`src/rtl/gate_pkg.sv`:
```
// Shared gate-level constants: 4-bit truth tables indexed by {a, b}.
package gate_pkg;

  localparam logic [3:0] TT_XOR  = 4'b0110;
  localparam logic [3:0] TT_XNOR = 4'b1001;
  localparam logic [3:0] TT_AND  = 4'b1000;
  localparam logic [3:0] TT_OR   = 4'b1110;
  localparam logic [3:0] TT_NAND = 4'b0111;
  localparam logic [3:0] TT_NOR  = 4'b0001;

endpackage

```
`src/rtl/mux2.sv`:
```
// Single-bit 2:1 multiplexer, the leaf cell of the truth-table tree.
module mux2 (
  input  logic d0,
  input  logic d1,
  input  logic sel,
  output logic y
);

  assign y = sel ? d1 : d0;

endmodule

```
`src/rtl/tt_mux4.sv`:
```
// One-bit truth-table lookup: b selects within each half of tt, a selects the half.
module tt_mux4 (
  input  logic       a,
  input  logic       b,
  input  logic [3:0] tt,
  output logic       y
);

  logic lo;
  logic hi;

  mux2 u_lo (
    .d0  (tt[0]),
    .d1  (tt[1]),
    .sel (b),
    .y   (lo)
  );

  mux2 u_hi (
    .d0  (tt[2]),
    .d1  (tt[3]),
    .sel (b),
    .y   (hi)
  );

  mux2 u_out (
    .d0  (lo),
    .d1  (hi),
    .sel (a),
    .y   (y)
  );

endmodule

```
`src/rtl/mux_logic_pipe.sv`:
```
// Two-stage valid/ready logic unit: per-bit truth-table lookup in S1, optional
// XOR accumulation across a packet plus parity in S2.
module mux_logic_pipe
  import gate_pkg::*;
#(
  parameter int unsigned W = 8
) (
  input  logic         clk,
  input  logic         rst,
  input  logic         in_valid,
  output logic         in_ready,
  input  logic [W-1:0] in_a,
  input  logic [W-1:0] in_b,
  input  logic [3:0]   in_tt,
  input  logic         in_acc,
  input  logic         in_last,
  output logic         out_valid,
  input  logic         out_ready,
  output logic [W-1:0] out_y,
  output logic         out_par
);

  logic [W-1:0] f;

  logic         s1_valid_q, s1_valid_d;
  logic [W-1:0] s1_f_q, s1_f_d;
  logic         s1_acc_q, s1_acc_d;
  logic         s1_last_q, s1_last_d;

  logic         out_valid_q, out_valid_d;
  logic [W-1:0] out_y_q, out_y_d;
  logic         out_par_q, out_par_d;
  logic [W-1:0] acc_q, acc_d;

  logic         s1_ready;
  logic         s2_ready;
  logic         in_fire;
  logic         s2_load;
  logic [W-1:0] s2_y;

  for (genvar i = 0; i < int'(W); i++) begin : g_bit
    tt_mux4 u_bit (
      .a  (in_a[i]),
      .b  (in_b[i]),
      .tt (in_tt),
      .y  (f[i])
    );
  end

  assign s2_ready = !out_valid_q || out_ready;
  assign s1_ready = !s1_valid_q || s2_ready;
  assign in_ready = s1_ready;
  assign in_fire  = in_valid && s1_ready;
  assign s2_load  = s1_valid_q && s2_ready;

  // Accumulating beats fold into the pre-load accumulator; plain beats bypass it.
  assign s2_y = s1_acc_q ? (acc_q ^ s1_f_q) : s1_f_q;

  always_comb begin
    s1_valid_d  = s1_valid_q;
    s1_f_d      = s1_f_q;
    s1_acc_d    = s1_acc_q;
    s1_last_d   = s1_last_q;
    out_valid_d = out_valid_q;
    out_y_d     = out_y_q;
    out_par_d   = out_par_q;
    acc_d       = acc_q;

    if (in_fire) begin
      s1_valid_d = 1'b1;
      s1_f_d     = f;
      s1_acc_d   = in_acc;
      s1_last_d  = in_last && in_acc;
    end else if (s2_ready) begin
      s1_valid_d = 1'b0;
    end

    if (s2_load) begin
      out_valid_d = 1'b1;
      out_y_d     = s2_y;
      out_par_d   = ^s2_y;
      if (s1_acc_q) begin
        acc_d = s1_last_q ? '0 : s2_y;
      end
    end else if (out_ready) begin
      out_valid_d = 1'b0;
    end
  end

  always_ff @(posedge clk or posedge rst) begin
    if (rst) begin
      s1_valid_q  <= 1'b0;
      s1_f_q      <= '0;
      s1_acc_q    <= 1'b0;
      s1_last_q   <= 1'b0;
      out_valid_q <= 1'b0;
      out_y_q     <= '0;
      out_par_q   <= 1'b0;
      acc_q       <= '0;
    end else begin
      s1_valid_q  <= s1_valid_d;
      s1_f_q      <= s1_f_d;
      s1_acc_q    <= s1_acc_d;
      s1_last_q   <= s1_last_d;
      out_valid_q <= out_valid_d;
      out_y_q     <= out_y_d;
      out_par_q   <= out_par_d;
      acc_q       <= acc_d;
    end
  end

  assign out_valid = out_valid_q;
  assign out_y     = out_y_q;
  assign out_par   = out_par_q;

endmodule
```
`config.mk`:
```
export PLATFORM = sky130hd
export DESIGN_NAME = mux_logic_pipe
export DESIGN_NICKNAME = d
export VERILOG_FILES = /design/src/rtl/gate_pkg.sv /design/src/rtl/mux2.sv /design/src/rtl/tt_mux4.sv /design/src/rtl/mux_logic_pipe.sv
export SDC_FILE = /design/constraint.sdc
export NUM_CORES = 1
export LEC_CHECK = 0
export CORE_MARGIN = 3
export CORE_UTILIZATION = 25
export CTS_BUF_LIST = sky130_fd_sc_hd__clkbuf_16
export CTS_CLUSTER_DIAMETER = 30
export DETAILED_ROUTE_END_ITERATION = 16
export PLACE_DENSITY = 0.58
export SYNTH_ARGS = -nofsm -noshare
export SYNTH_HDL_FRONTEND = slang
export SYNTH_SLANG_ARGS = --single-unit
```
`constraint.sdc`:
```
create_clock -name clk -period 1.37 [get_ports clk]
set_input_delay 0.274 -clock clk [delete_from_list [all_inputs] [get_ports clk]]
set_output_delay 0.274 -clock clk [all_outputs]
set_load 0.02 [all_outputs]
```
# Word level (Yosys, flattened, before mapping)
# Cells that the tools add are included.
# totals
output_inout_bits,11
wordCells,50
romBits,0
mem_count,0
reg_bits,29
inputBits,26
latch_bits,0
mem_bits_rw,0
# op_classes
div,0
eq_ne,0
n_mul,0
shift,0
n_bitwise,1
reduce_logical,11
addsub,0
mux,30
n_lt_le_gt_ge,0
# op_table
op,count
$mux 1,28
$mux 8,2
$reduce_xor 8->1,1
$xor 8x8->8,1
$reduce_bool 2->1,2
$logic_and 1x1->1,3
$logic_not 1->1,2
$logic_or 1x1->1,2
$reduce_and 2->1,1

# Logic depth before layout (Yosys ltp)
# Gate-level depths: netlist of the first run.
# logic_depth
word_depth,5
mapped_depth,7
mapped_depth_nobuf,5

# Hierarchy
# Synthesis of the first run repeated with hierarchy kept, for this count alone.
# unflattened
hier_cells,162
area_unflattened_um2,1780.5
# by_module_without_submodules
mod,instances,cells_per_inst,area_each_um2,seq_area_each_um2
mux_logic_pipe,1,138,1420.1,725.7
mux2,24,1,15.0,0.0

# Worst setup path before layout of the first run
# Ideal clock, no wire load.
# synth_timing
kind,flip-flop to flip-flop
from,"reg out_valid_q, in the netlist out_valid"
to,reg s1_acc_q
arrival_time_ns,1.438
path_stages_with_launch,5
n_path_buf,1
slack_ns,-0.193
period_less_slack_ns,1.563
setup_time_ns,0.125
required_time_ns,1.245
cell_sequence,dfrtp_1 nand3b_1 nand2_1 buf_2 mux2_2
# synth_between
elab_chain_cells,4
# synth_rtl
element,line,text
from (decl),mux_logic_pipe.sv:30,"logic out_valid_q, out_valid_d;"
from (signal assigned),mux_logic_pipe.sv:105,out_valid_q <= out_valid_d;
$logic_not 1->1,mux_logic_pipe.sv:50,assign s2_ready = !out_valid_q || out_ready;
$logic_or 1x1->1,mux_logic_pipe.sv:50,
$logic_or 1x1->1,mux_logic_pipe.sv:51,assign s1_ready = !s1_valid_q || s2_ready;
net in_ready,mux_logic_pipe.sv:11,"output logic in_ready,"
$logic_and 1x1->1,mux_logic_pipe.sv:53,assign in_fire = in_valid && s1_ready;
to (signal assigned),mux_logic_pipe.sv:94,s1_acc_q <= 1'b0;
to (signal assigned),mux_logic_pipe.sv:103,s1_acc_q <= s1_acc_d;
to (decl),mux_logic_pipe.sv:27,"logic s1_acc_q, s1_acc_d;"
# The timed path passes the listed nets, and every way through them passes these cells.
# A chain may end at the register's enable or synchronous reset.

# Worst setup path after layout of the first run
# layout_timing
from,reg acc_q[0]
to,"reg out_par_q, in the netlist out_par"
# layout_between
elab_chain_cells,3
# layout_rtl
element,line,text
from (decl),mux_logic_pipe.sv:33,"logic [W-1:0] acc_q, acc_d;"
from (signal assigned),mux_logic_pipe.sv:99,acc_q <= '0;
from (signal assigned),mux_logic_pipe.sv:108,acc_q <= acc_d;
$xor 8x8->8,mux_logic_pipe.sv:57,assign s2_y = s1_acc_q ? (acc_q ^ s1_f_q) : s1_f_q;
$mux 8,mux_logic_pipe.sv:57,
$reduce_xor 8->1,mux_logic_pipe.sv:81,out_par_d = ^s2_y;
to (signal assigned),mux_logic_pipe.sv:107,out_par_q <= out_par_d;
to (decl),mux_logic_pipe.sv:32,"logic out_par_q, out_par_d;"
# Every way passes these cells.

==> results of run 1 <==
-- logic make-up (layout without fill, tap and decap cells) --
| kind of cell | after synthesis | after routing | share of synthesized area |
|---|---|---|---|
| and+or+nand+nor | 45 | 45 | 0.122 |
| DFF | 29 | 29 | 0.460 |
| AOI/OAI and AO/OA | 27 | 27 | 0.0903 |
| xor gates and xnor gates | 22 | 22 | 0.127 |
| muxes | 17 | 17 | 0.178 |
| buffers and inverters | 8 | 66 | 0.0230 |
-- final timing paths --
| path | startpoint | to | slack (ps) | depth (start not counted) |
|---|---|---|---|---|
| min in group clk | out_ready | out_valid | 400 | 4 |
| hold / removal | rst | out_par | 340 | 3 |
| hold reg to reg | out_par | out_par | 470 | 2 |
| setup reg to reg | acc_q[0] | out_par | -10 | 5 |
| setup / recovery | acc_q[0] | out_par | -10 | 5 |
| max in group asynchronous | rst | acc_q[3] | 850 | 3 |
-- cell type report --
cell class | count | area, µm² | share of cell area
inverters | 1 | 3.75 | 0.00152
multi-input cells | 111 | 946 | 0.383
repair buffers | 57 | 562 | 0.227
flip-flops and latches | 29 | 729 | 0.295
clock buffers | 5 | 125 | 0.0506
well taps | 75 | 93.8 | 0.0380
clock inverters | 3 | 12.5 | 0.00506
-- through the flow --
| step | power (mW) | hold slack, ps | std cells | setup slack [ps] | util |
|---|---|---|---|---|---|
| finish | 4.59 | 342 | 281 | -11.7 | 0.410 |
| global route | 4.93 | 368 | 281 | -55.5 | 0.410 |
| CTS | 4.20 | 349 | 278 | 1.75 | 0.386 |
| detailed placement | 3.24 | 477 | 270 | -530 | 0.364 |
| global placement | 3.20 | 476 | 270 | -469 | 0.364 |
| floorplan | 2.56 | 352 | 148 | -51.3 | - |
-- sequential cells by signal, indices dropped and copies added (netlist names) --
name and cells:
acc_q 8, s1_valid_q 1, out_par 1, out_y 8, out_valid 1, s1_last_q 1
s1_acc_q 1, s1_f_q 8
-- layer usage --
layer	routed length, µm	vias to the layer above	global-route usage
li1	-	621	-
met4	66	0	0.0518
met5	0	-	0
met1	1500	562	0.122
met2	1570	38	0.166
met3	180	5	0.0262
-- where the power goes --
group,switching (mW),total (mW),internal (mW)
Clock,0.357,1.01,0.654
Combinational,0.969,2.19,1.22
Sequential,0.240,1.39,1.15
-- critical path: stages, from the launching register on --
cell	delay, ps
dfrtp_1	400
xor2_2	200
xnor2_2	220
xnor2_2	100
and3_4	170
o31ai_2	190
-- cell usage after synthesis --
cell	number
dfrtp_1	29
nand2_1	29
o21ai_0	16
xnor2_1	11
xor2_1	10
a21oi_1	9
mux2_2	9
mux4_2	8
nor2_1	8
clkbuf_1	4
and3_1	2
buf_2	2
nand2b_1	2
and2_1	1
buf_4	1
inv_1	1
nand2b_2	1
nand3b_1	1
nor2b_1	1
o21ai_1	1
o31ai_2	1
xnor2_2	1
-- what timing repair did --
action | 4_1_cts | 5_1_grt
setup endpoints to repair | 36 | 26
setup buffers | 0 | 2
hold buffers | 0 | 0
pin swaps | 1 | 10
resized for setup | 22 | 27
cloned | 0 | 1
==> results.json, run 1 <==
{
  "grt_max_degree": 30,
  "layout_commonest_cell": "nand2_1",
  "clock-root-buffer": "clkbuf_16",
  "fin_skew_ps": 4.07,
  "drive_gt1_frac": 0.320,
  "max_freq_mhz": 724,
  "post_drt_via_cell_ratio": 4.36,
  "cts_sinks": 29,
  "remaining_drc_errors": 0,
  "path_clk_slew_ps": 50,
  "fin_crit_ps": 1380,
  "setup.worst_path.class": "flop to flop",
  "pin_count": 37,
  "cp-end-kind": "flop",
  "die_x_um": 85.5,
  "grt_overflow": 0,
  "cp.arrival_ps": 1560,
  "synth.distinct_cells": 22,
  "rsz0062_at_grt": "true",
  "cellLeakagePower_nw": 1.12,
  "design_area_um2": 2470,
  "place_area_um2": 2190,
  "power_density_nw_per_um2": 1860,
  "synth_area_um2": 1580,
  "numCtsBuffers": 5,
  "synth_largest_area_cell": "dfrtp_1",
  "worst_slack_ps": -11.7,
  "antenna_found_initial": 0,
  "ys_seq_area_frac": 0.460,
  "setup_tns_ps": -11.7,
  "die_h_um": 85.5,
  "status": "finished with violations",
  "violations": "setup timing",
  "crit_path_start_kind": "flop",
  "synth_area_per_cell_um2": 10.7,
  "worst_pin_slew_ps": 274,
  "first_pass_iters": 4,
  "routed_wl_um": 3310,
  "grt_pass1_wl_um": 5780,
  "hpwlAfterDp_um": 2410,
  "rows": 28,
  "grt_pass1_vias": 1312,
  "post_drt_wl_per_cell_um": 11.8,
  "place_congestion": 0.748,
  "period_share": 1.01,
  "drt_iter0_drc": 45,
  "finalNetCount": 231,
  "synthTopCellsByArea": "dfrtp_1, mux4_2, nand2_1",
  "synth_nets": 174,
  "area_delta_synth_final_pct": 56.6,
  "post-synth-top-area-fraction": 0.460,
  "required_ps": 1550,
  "synthCells": 148,
  "final-hold-violation-count": 0,
  "hp-class": "input port to asynchronous set/reset pin",
  "peakVddDrop_uv": 955,
  "critPathMaxFanout": 2,
  "coreArea_um2": 6030,
  "insertion_delay_ps": 270,
  "ys_seq_elements": 29,
  "yosys_warnings": 0,
  "cts_tree": "yes",
  "relSlewSlack": 0.817,
  "vias": 1226,
  "cap_violations": 0,
  "final_max_slew_viol_count": 0,
  "grtUsageTotal": 0.101,
  "mostFrequentLayoutCells": "nand2_1, dfrtp_1, buf_4",
  "start_util": 0.262,
  "drt.antenna.violating_nets": 0,
  "num_antenna_cells": 0,
  "die_area_um2": 7310,
  "fillers": 601,
  "cts.path.max_buffers": 2,
  "io_buffers": 36,
  "setup_viol": 1,
  "h-tree-depth": 2
}
No activity file was read; power rests on OpenSTA's default activity.
==> run 2: changes to the inputs <==
- PLACE_DENSITY: 0.58 -> 0.57
- SYNTH_HIERARCHICAL: unset -> 1
==> run 2 against run 1 <==
  * Final cell count up 15%
  * Sequential share of layout area fell by 2.4 points
  * The run now ends clean
  * Register-to-register slack better by 40 ps
  * Sequential power down 3%
  * Largest power group unchanged
  * Global-route usage is 1.0 points lower
  * Non-clock buffer count grew 4
==> results.json, run 2 <==
{
  "clock-root-buffer": "clkbuf_16",
  "ys_seq_elements": 29,
  "cts_tree": "yes",
  "grt_overflow": 0,
  "worst_pin_slew_ps": 392,
  "relSlewSlack": 0.739,
  "power_mw": 4.75,
  "path_clk_slew_ps": 50,
  "peakVddDrop_uv": 525,
  "synthTopCellsByCount": "dfrtp_1, mux2_4, nor2_1, o21ai_0, nand2_1",
  "postLayoutCoreUtil": 0.393,
  "max_freq_mhz": 743,
  "die_h_um": 90.4,
  "insertion_delay_ps": 270,
  "fin_crit_ps": 1350,
  "ys_seq_area_frac": 0.408,
  "crit_chain": "xnor2_1, xnor2_2, xnor2_1, and3_1, o31ai_2",
  "start_util": 0.261,
  "routed_wl_um": 3580,
  "pin_count": 37,
  "synthTopCellsByArea": "dfrtp_1, mux2_4, mux2_2",
  "final_max_slew_viol_count": 0,
  "setup_tns_ps": 0,
  "setup_viol": 0,
  "num_antenna_cells": 0,
  "post_drt_wl_per_cell_um": 11.1,
  "max_stage_delay_ps": 380,
  "drt_iter0_drc": 61,
  "cts.path.max_buffers": 2,
  "numCtsBuffers": 5,
  "hpwlAfterDp_um": 2650,
  "mostFrequentLayoutCells": "mux2_4, dfrtp_1, dlygate4sd2_1",
  "drt.antenna.violating_nets": 0,
  "post-synth-top-area-fraction": 0.408,
  "grt_pass1_wl_um": 6050,
  "hp-class": "input port to flop",
  "rsz0062_at_grt": "true",
  "grt_pass1_vias": 1364,
  "synthCells": 162,
  "critPathMaxFanout": 2,
  "final-hold-violation-count": 0,
  "place_congestion": 0.691,
  "status": "complete, no violations",
  "cpMostUsedCell": "xnor2_1",
  "h-tree-depth": 2,
  "die_x_um": 90.4,
  "synth.distinct_cells": 24,
  "io_buffers": 36,
  "area_delta_synth_final_pct": 50.9,
  "remaining_drc_errors": 0,
  "cap_violations": 0,
  "post_drt_via_cell_ratio": 4.20,
  "finalNetCount": 251,
  "cp.arrival_ps": 1530,
  "yosys_warnings": 6,
  "cp_top_family": "XOR/XNOR gates",
  "coreArea_um2": 6830,
  "drive_gt1_frac": 0.363,
  "first_pass_iters": 3,
  "grtUsageTotal": 0.0909,
  "cts_sinks": 29,
  "synth_area_per_cell_um2": 11.0,
  "cp-end-kind": "flop",
  "synth_edf_count": 0,
  "fin_skew_ps": 2.60,
  "required_ps": 1550,
  "place_area_um2": 2470,
  "layout_commonest_cell": "mux2_4",
  "rows": 30,
  "crit_path_start_kind": "flop",
  "synthMostInstantiatedCell": "dfrtp_1",
  "die_area_um2": 8170,
  "setup.worst_path.class": "flop to flop",
  "synth_area_um2": 1780,
  "worst-path-buf-inv": 0,
  "vias": 1352,
  "critPathSlowestCell": "dfrtp_1",
  "async_flop_share": 1.00,
  "power_density_nw_per_um2": 1770,
  "synth_nets": 188,
  "synth_ff_type": "dfrtp_1",
  "antenna_found_initial": 0,
  "period_share": 0.982,
  "design_area_um2": 2690,
  "synth_largest_area_cell": "dfrtp_1",
  "grt_max_degree": 30,
  "cellLeakagePower_nw": 1.24
}
-- run 2: changes by cell type in the layout (fill, tap and decap cells not counted), moves of 3 or more --
cell / before / now
mux2_4: 8 / 32
nand2_1: 28 / 12
o21ai_0: 12 / 1
dlygate4sd2_1: 14 / 22
mux4_2: 8 / 0
xnor2_1: 1 / 9
xnor2_2: 11 / 3
nor2_1: 8 / 15
o21ai_2: 0 / 7
dlymetal6s2s_1: 7 / 1
nand2b_1: 2 / 6
or2b_1: 0 / 4
buf_4: 18 / 21
-- run 2: path summary, 6_finish.rpt --
check	from	to	slack [ps]	cells past startpoint
worst max-delay path	s1_f_q[1]	out_par	20	5
worst min-delay path	out_ready	out_valid	320	3
worst max register to register	s1_f_q[1]	out_par	20	5
worst min register to register	out_par	out_par	500	2
max in group asynchronous	rst	out_valid	850	3
min in group asynchronous	rst	out_y[5]	340	3
-- run 2: kinds of logic (layout without fill, tap and decap cells) --
family / count (synthesis) / in the layout / synth area share
AO/OA/AOI/OAI: 27 / 27 / 0.0815
buffers and inverters: 6 / 70 / 0.0155
AND/OR/NAND/NOR: 45 / 45 / 0.124
flip-flops: 29 / 29 / 0.408
multiplexers: 33 / 33 / 0.259
XOR/XNOR: 22 / 22 / 0.112
-- run 2: layer usage --
layer  up-vias  global-route usage  part of all wire
met1       626               0.107              0.45
li1        687                   -                 -
met2        34               0.154              0.48
met5         -                   0                 0
met4         0              0.0344             0.018
met3         5              0.0292             0.054
-- run 2: area by class of cell --
type | count | area (µm²)
Inverter | 1 | 3.75
Clock buffer | 5 | 125
Timing Repair Buffer | 61 | 559
Fill cell | 695 | 4150
Multi-Input combinational cell | 127 | 1110
Tap cell | 96 | 120
Sequential cell | 29 | 727
Clock inverter | 3 | 37.5
-- run 2: worst min-delay path, cell delays in order --
cell and delay, ps:
dlymetal6s2s_1 100, nand2b_4 130, nand2b_1 50
-- run 2: where the power goes --
part	total (mW)	switching, mW	internal, mW
registers	1.35	0.209	1.14
clock network	1.20	0.358	0.842
logic	2.19	0.983	1.21
-- run 2: stage by stage --
stage	hold slack (ps)	cells	worst slack, ps
3_5_place_dp	486	311	-447
2_1_floorplan	352	162	-41.3
5_1_grt	355	322	-74.6
4_1_cts	357	319	-143
6_report	322	322	24.2
3_3_place_gp	482	311	-430
-- run 2: repair_timing --
action,CTS,global route
gates resized for setup,25,28
gates cloned,0,0
endpoints found under the setup margin,28,21
pin swaps,0,8
hold buffers,0,0
setup buffers,0,3
==> run 3: changes to the inputs <==
- SLEW_MARGIN: unset -> 20
==> results of run 3 <==
The final DEF is identical to that of run 2; final timing and power are the same.
